===== src/rtl/sort_unique_engine_pkg.sv =====
// Shared definitions for the sort/unique engine: FSM encoding and mode-bit layout.
package sort_unique_engine_pkg;

    typedef enum logic [2:0] {
        S_IDLE  = 3'd0,
        S_SORT  = 3'd1,
        S_SWAP  = 3'd2,
        S_DEDUP = 3'd3,
        S_DRAIN = 3'd4
    } state_t;

    localparam int MODE_DESC = 0;
    localparam int MODE_UNIQ = 1;
    localparam int MODE_W    = 2;

endpackage


===== src/rtl/sue_regfile.sv =====
// DEPTH x WIDTH word store with two combinational read ports and two write ports.
module sue_regfile #(
    parameter int WIDTH = 32,
    parameter int DEPTH = 16,
    parameter int AW    = $clog2(DEPTH)
) (
    input  logic             clk,
    input  logic             rst,
    input  logic [AW-1:0]    ra_addr,
    output logic [WIDTH-1:0] ra_data,
    input  logic [AW-1:0]    rb_addr,
    output logic [WIDTH-1:0] rb_data,
    input  logic             wa_en,
    input  logic [AW-1:0]    wa_addr,
    input  logic [WIDTH-1:0] wa_data,
    input  logic             wb_en,
    input  logic [AW-1:0]    wb_addr,
    input  logic [WIDTH-1:0] wb_data
);

    logic [WIDTH-1:0] mem [DEPTH];

    assign ra_data = mem[ra_addr];
    assign rb_data = mem[rb_addr];

    // Port b only fires together with port a during a swap, where equal
    // addresses carry equal data, so write ordering does not matter.
    always_ff @(posedge clk or negedge rst) begin
        if (!rst) begin
            for (int e = 0; e < DEPTH; e++) mem[e] <= '0;
        end else begin
            if (wa_en) mem[wa_addr] <= wa_data;
            if (wb_en) mem[wb_addr] <= wb_data;
        end
    end

endmodule


===== src/rtl/sort_unique_engine.sv =====
// Stream-loaded buffer that selection-sorts in place, optionally drops duplicates, then drains.
module sort_unique_engine
    import sort_unique_engine_pkg::*;
#(
    parameter int WIDTH = 32,
    parameter int DEPTH = 16,
    parameter int CNT_W = $clog2(DEPTH + 1)
) (
    input  logic             clk,
    input  logic             rst,
    input  logic             in_valid,
    output logic             in_ready,
    input  logic [WIDTH-1:0] in_data,
    input  logic             in_last,
    input  logic             start,
    input  logic             desc,
    input  logic             uniq,
    output logic             busy,
    output logic             done,
    output logic [CNT_W-1:0] count,
    output logic             out_valid,
    input  logic             out_ready,
    output logic [WIDTH-1:0] out_data,
    output logic             out_last
);

    localparam int AW = $clog2(DEPTH);
    localparam logic [CNT_W-1:0] ONE = CNT_W'(1);
    localparam logic [CNT_W-1:0] TWO = CNT_W'(2);

    state_t            state;
    logic [CNT_W-1:0]  n, i, j, sel, m, k, r;
    logic [MODE_W-1:0] mode;

    logic [AW-1:0]     ra_addr, rb_addr, wa_addr, wb_addr;
    logic [WIDTH-1:0]  ra_data, rb_data, wa_data, wb_data;
    logic              wa_en, wb_en;
    logic              acc, trig, better, keep;
    logic [CNT_W-1:0]  n_next, k_next, km1;

    assign in_ready = (state == S_IDLE) && (n < CNT_W'(DEPTH));
    assign acc      = in_valid && in_ready;
    assign trig     = (state == S_IDLE) && (start || (acc && in_last));
    assign n_next   = n + CNT_W'(acc);
    assign km1      = k - ONE;

    // Strict compare keeps equal keys from swapping needlessly.
    assign better = mode[MODE_DESC] ? (ra_data > rb_data) : (ra_data < rb_data);
    assign keep   = (m < n) && (!mode[MODE_UNIQ] || (ra_data != rb_data));
    assign k_next = k + CNT_W'(keep);

    assign busy      = (state != S_IDLE);
    assign out_valid = (state == S_DRAIN);
    assign out_last  = out_valid && (r == count - ONE);
    assign out_data  = out_valid ? ra_data : '0;

    always_comb begin
        ra_addr = '0;
        rb_addr = '0;
        wa_en   = 1'b0;
        wa_addr = n[AW-1:0];
        wa_data = in_data;
        wb_en   = 1'b0;
        wb_addr = sel[AW-1:0];
        wb_data = ra_data;
        case (state)
            S_IDLE:  wa_en = acc;
            S_SORT: begin
                ra_addr = j[AW-1:0];
                rb_addr = sel[AW-1:0];
            end
            S_SWAP: begin
                ra_addr = i[AW-1:0];
                rb_addr = sel[AW-1:0];
                wa_en   = 1'b1;
                wa_addr = i[AW-1:0];
                wa_data = rb_data;
                wb_en   = 1'b1;
            end
            S_DEDUP: begin
                ra_addr = m[AW-1:0];
                rb_addr = km1[AW-1:0];
                wa_en   = keep;
                wa_addr = k[AW-1:0];
                wa_data = ra_data;
            end
            S_DRAIN: ra_addr = r[AW-1:0];
            default: ;
        endcase
    end

    sue_regfile #(.WIDTH(WIDTH), .DEPTH(DEPTH), .AW(AW)) u_regfile (
        .clk     (clk),
        .rst     (rst),
        .ra_addr (ra_addr),
        .ra_data (ra_data),
        .rb_addr (rb_addr),
        .rb_data (rb_data),
        .wa_en   (wa_en),
        .wa_addr (wa_addr),
        .wa_data (wa_data),
        .wb_en   (wb_en),
        .wb_addr (wb_addr),
        .wb_data (wb_data)
    );

    always_ff @(posedge clk or negedge rst) begin
        if (!rst) begin
            state <= S_IDLE;
            n     <= '0;
            i     <= '0;
            j     <= '0;
            sel   <= '0;
            m     <= '0;
            k     <= '0;
            r     <= '0;
            mode  <= '0;
            done  <= 1'b0;
            count <= '0;
        end else begin
            done <= 1'b0;
            case (state)
                S_IDLE: begin
                    n <= n_next;
                    if (trig) begin
                        mode[MODE_DESC] <= desc;
                        mode[MODE_UNIQ] <= uniq;
                        if (n_next >= TWO) begin
                            state <= S_SORT;
                            i     <= '0;
                            j     <= ONE;
                            sel   <= '0;
                        end else if (n_next == ONE) begin
                            state <= S_DEDUP;
                            k     <= ONE;
                            m     <= ONE;
                        end else begin
                            count <= '0;
                            done  <= 1'b1;
                        end
                    end
                end
                S_SORT: begin
                    if (better) sel <= j;
                    if (j == n - ONE) state <= S_SWAP;
                    else              j     <= j + ONE;
                end
                S_SWAP: begin
                    if (i == n - TWO) begin
                        state <= S_DEDUP;
                        k     <= ONE;
                        m     <= ONE;
                    end else begin
                        i     <= i + ONE;
                        j     <= i + TWO;
                        sel   <= i + ONE;
                        state <= S_SORT;
                    end
                end
                S_DEDUP: begin
                    k <= k_next;
                    m <= m + ONE;
                    if (m >= n - ONE) begin
                        count <= k_next;
                        r     <= '0;
                        state <= S_DRAIN;
                    end
                end
                S_DRAIN: begin
                    if (out_ready) begin
                        if (r == count - ONE) begin
                            done  <= 1'b1;
                            n     <= '0;
                            state <= S_IDLE;
                        end else begin
                            r <= r + ONE;
                        end
                    end
                end
                default: state <= S_IDLE;
            endcase
        end
    end

endmodule


===== config.mk =====
export PLATFORM = sky130hd
export DESIGN_NAME = sort_unique_engine
export DESIGN_NICKNAME = d
export VERILOG_FILES = /design/src/rtl/sort_unique_engine_pkg.sv /design/src/rtl/sue_regfile.sv /design/src/rtl/sort_unique_engine.sv
export SDC_FILE = /design/constraint.sdc
export NUM_CORES = 2
export LEC_CHECK = 0
export CORE_UTILIZATION = 35
export DETAILED_ROUTE_END_ITERATION = 10
export SYNTH_ARGS = -nofsm -noshare
export SYNTH_HDL_FRONTEND = slang
export SYNTH_SLANG_ARGS = --single-unit

===== constraint.sdc =====
create_clock -name clk -period 10.6 [get_ports clk]
set_input_delay 2.12 -clock clk [delete_from_list [all_inputs] [get_ports clk]]
set_output_delay 2.12 -clock clk [all_outputs]
set_load 0.005 [all_outputs]

==> run metrics <==
uppermost layer routed=met4; leakage=17.4 nW; metal2 WL=77.8 mm; Max Cap Violations=0; chip width=337 um; PostCTS Resize Cnt=0; Core Rows=122; post-synthesis cell area=39200 um^2; worst hold path cell count=1; Worst-Margin Slew=1.33 ns; gpl congestion=0.944; routed wire length=191 mm; largest net degree at the start of global routing=142; Setup TNS=0 ns; Final nets=5096; Req. time, crit path=11.15 ns; number of synthesized flops with an enable pin=0; metal3 WL=27.3 mm; Clock Sinks=557; # IOs=82; CTS H-Tree Depth=3; post-route cell area=43300 um^2; Skew-Pair Late Insertion Delay=0.65 ns; register bit total from synthesis=557; CP max FO=40; initial drt markers=7480; ANT nets after route=0; drt drc=0; HP Start=k[4]; reg2reg end=u_regfile.mem[482]; Via density=6.77; first drt pass iteration count=10; Metal-1 WL=72.5 mm; FF-to-FF Start=state[0]; vias=44200; Synth area leaders=dfrtp_1 36%, nand3_1 9.4%, a31oi_1 8.9%; grt total ovfl=0; Max Clk Rate=0.114 GHz; count leader, synth=nand3_1; outcome=finished, final reports clean; cells after synthesis=5251; share of cells above drive strength 1=8.74%; Post-Synth XOR/XNOR Area=0.802%; area post-placement=41100 um^2; CTS clk-pin slew, worst paths=0.06 ns; total CTS buffers=69; library cells used by synthesis=68; area grow syn2layout=10.6%; worst r2r path cells=18; Max Slew Vio Count=0; post-synthesis mux area share=2.24%; Synth top cells by count=738 x nand3_1, 711 x nand2_1, 558 x a31oi_1, 557 x dfrtp_1, 522 x nor2_1; FFs w/ async S/R, synth=100%; Initial Util=35.3%; Die Span Y=337 um; main combinational cell family by area after synthesis=simple AND/OR/NAND/NOR gates; Std-Cell Core Area=111000 um^2; Fillers=11400; post-synthesis sequential area ratio=35.6%; total track usage=32.8%; YS warnings=0; Syn Nets=5348; mean post-synth cell area=7.46 um^2; Hold WC Path Type=flip-flop to flip-flop; Yosys top cell area share=35.6%; DP HPWL=109 mm; CP Data Arrival Time=9.33 ns; CTS max path bufs=3; Hold EP=k[4]; relative slew slack=11.1%; clock skew=0.0282 ns; placed cell count=6416; post-layout util=39.1%; Final Cycle Share=82.8%; die area=113000 um^2; initial antenna violation count=2; first-pass GRT wire length=279 mm; non-filler cells, final=6534; r2r setup slk=1.82 ns; area leader, netlist=dfrtp_1; CP Capture Type=flip-flop; Post-Synth Simple-Gate Area=26.6%; final hold viol count=0; CTS tree=yes; peak supply drop=0.000345 V; Root Buffer=clkbuf_16; Post-CTS Setup Inserts=0; Startpoint Class=flip-flop; Finish-stage setup viols=0; crit path time final=8.78 ns; number of global-route vias before repair=41100; Adder-Cell Fraction of Synth Area=1.82%; PortBufs=81; Compound-Gate Fraction of Synth Area=26.3%; WL per Instance=29.2 um; Main synth FF type=dfrtp_1; Power Density=351 nW/um^2; diode count=0; RSZ-0062 raised after global routing=false; Worst Path Class, Setup=flip-flop to flip-flop; CTS hold repair buffers=0
-- cells in the final DEF (no fill, tap or decap), drive strengths merged, types with 8 or more instances in the layout --
| cell | synthesis | final |
|---|---|---|
| a22o | 11 | 11 |
| nor2 | 523 | 523 |
| clkbuf | 383 | 91 |
| a22oi | 81 | 81 |
| a31oi | 577 | 577 |
| o21ai | 246 | 246 |
| clkdlybuf4s50 | 0 | 80 |
| mux2 | 14 | 14 |
| nand3 | 738 | 738 |
| inv | 74 | 75 |
| xor2 | 12 | 12 |
| or3 | 8 | 8 |
| clkinv | 0 | 18 |
| a21o | 17 | 17 |
| a21boi | 13 | 13 |
| a211o | 56 | 56 |
| mux2i | 72 | 72 |
| a2bb2oi | 8 | 8 |
| buf | 169 | 149 |
| nand2 | 712 | 712 |
| nand2b | 82 | 82 |
| xnor2 | 23 | 23 |
| dfrtp | 557 | 557 |
| nand4 | 55 | 55 |
| a21oi | 354 | 354 |
| o2bb2ai | 39 | 39 |
| ha | 57 | 57 |
| and3 | 63 | 63 |
| nor3 | 29 | 29 |
| a31o | 12 | 12 |
| a32oi | 65 | 65 |
| o22ai | 88 | 88 |
| nor4 | 14 | 14 |
| and2 | 64 | 64 |
-- worst max path at each step --
stage | from | end | cells after the start
floorplan | i[2] | out_data[0] | 13
global placement | state[0] | u_regfile.mem[484] | 18
detailed placement | state[0] | u_regfile.mem[480] | 18
CTS | state[0] | u_regfile.mem[480] | 18
global route | state[0] | u_regfile.mem[482] | 18
finish | state[0] | u_regfile.mem[482] | 18
-- worst max-delay path, cell delays in order, from the launching register on --
cell     delay, ns
dfrtp_1       0.96
nor2_1        0.13
nand2_1       0.15
inv_2         0.26
a221o_4       0.76
a21oi_4       0.84
buf_4         0.42
a32oi_1       0.16
nand3_1       0.14
o21ai_2       0.06
buf_4         0.21
ha_1          0.35
nand4_1       0.19
nor3_1        0.95
nand4_1       0.32
a21oi_2       0.97
or3_2         1.10
a21oi_1       0.45
a31oi_1       0.25
-- final cells by class --
class                   instances  area [um^2]  share of cell area, %
repair buffers                229         1980                   4.57
clock buffers                  91         1940                   4.48
inverters                      74          283                  0.653
well taps                    1488         1860                   4.30
flip-flops and latches        557        13900                   32.2
multi-input cells            4068        23000                   53.2
clock inverters                27          249                  0.575
-- routing by layer --
layer / track usage [%] / up-vias
li1: - / 18500
met1: 42.9 / 21100
met2: 47.2 / 3668
met3: 10.5 / 917
met4: 19.1 / 0
met5: 0 / -
-- registers in the layout (all words and copies together) (netlist names), 5 cells and up --
signal,count
j,5
r,5
count,5
m,5
n,5
k,5
i,5
u_regfile.mem,512
-- power by group --
group	internal, mW	switching [mW]	leakage, nW
sequential	2.93	0.818	6.55
combinational	2.78	6.25	9.78
clock	1.38	1.03	1.08
total	7.10	8.10	17.4
-- through the flow --
step                setup slack, ns  power (mW)  hold WS (ns)
floorplan                      5.81        9.27         0.469
global route                   1.82        15.8         0.518
CTS                            2.41        14.7         0.503
global placement               2.51        12.2         0.480
detailed placement             2.47        12.3         0.490
finish                         1.82        15.2         0.503
-- cells by family after synthesis --
kind of cell | after synthesis
simple gates | 2304
compound gates | 1586
xor+xnor | 35
buf+inv | 626
fa+ha+maj | 57
mux | 86
flops | 557
(Power assumes the default switching activity.)
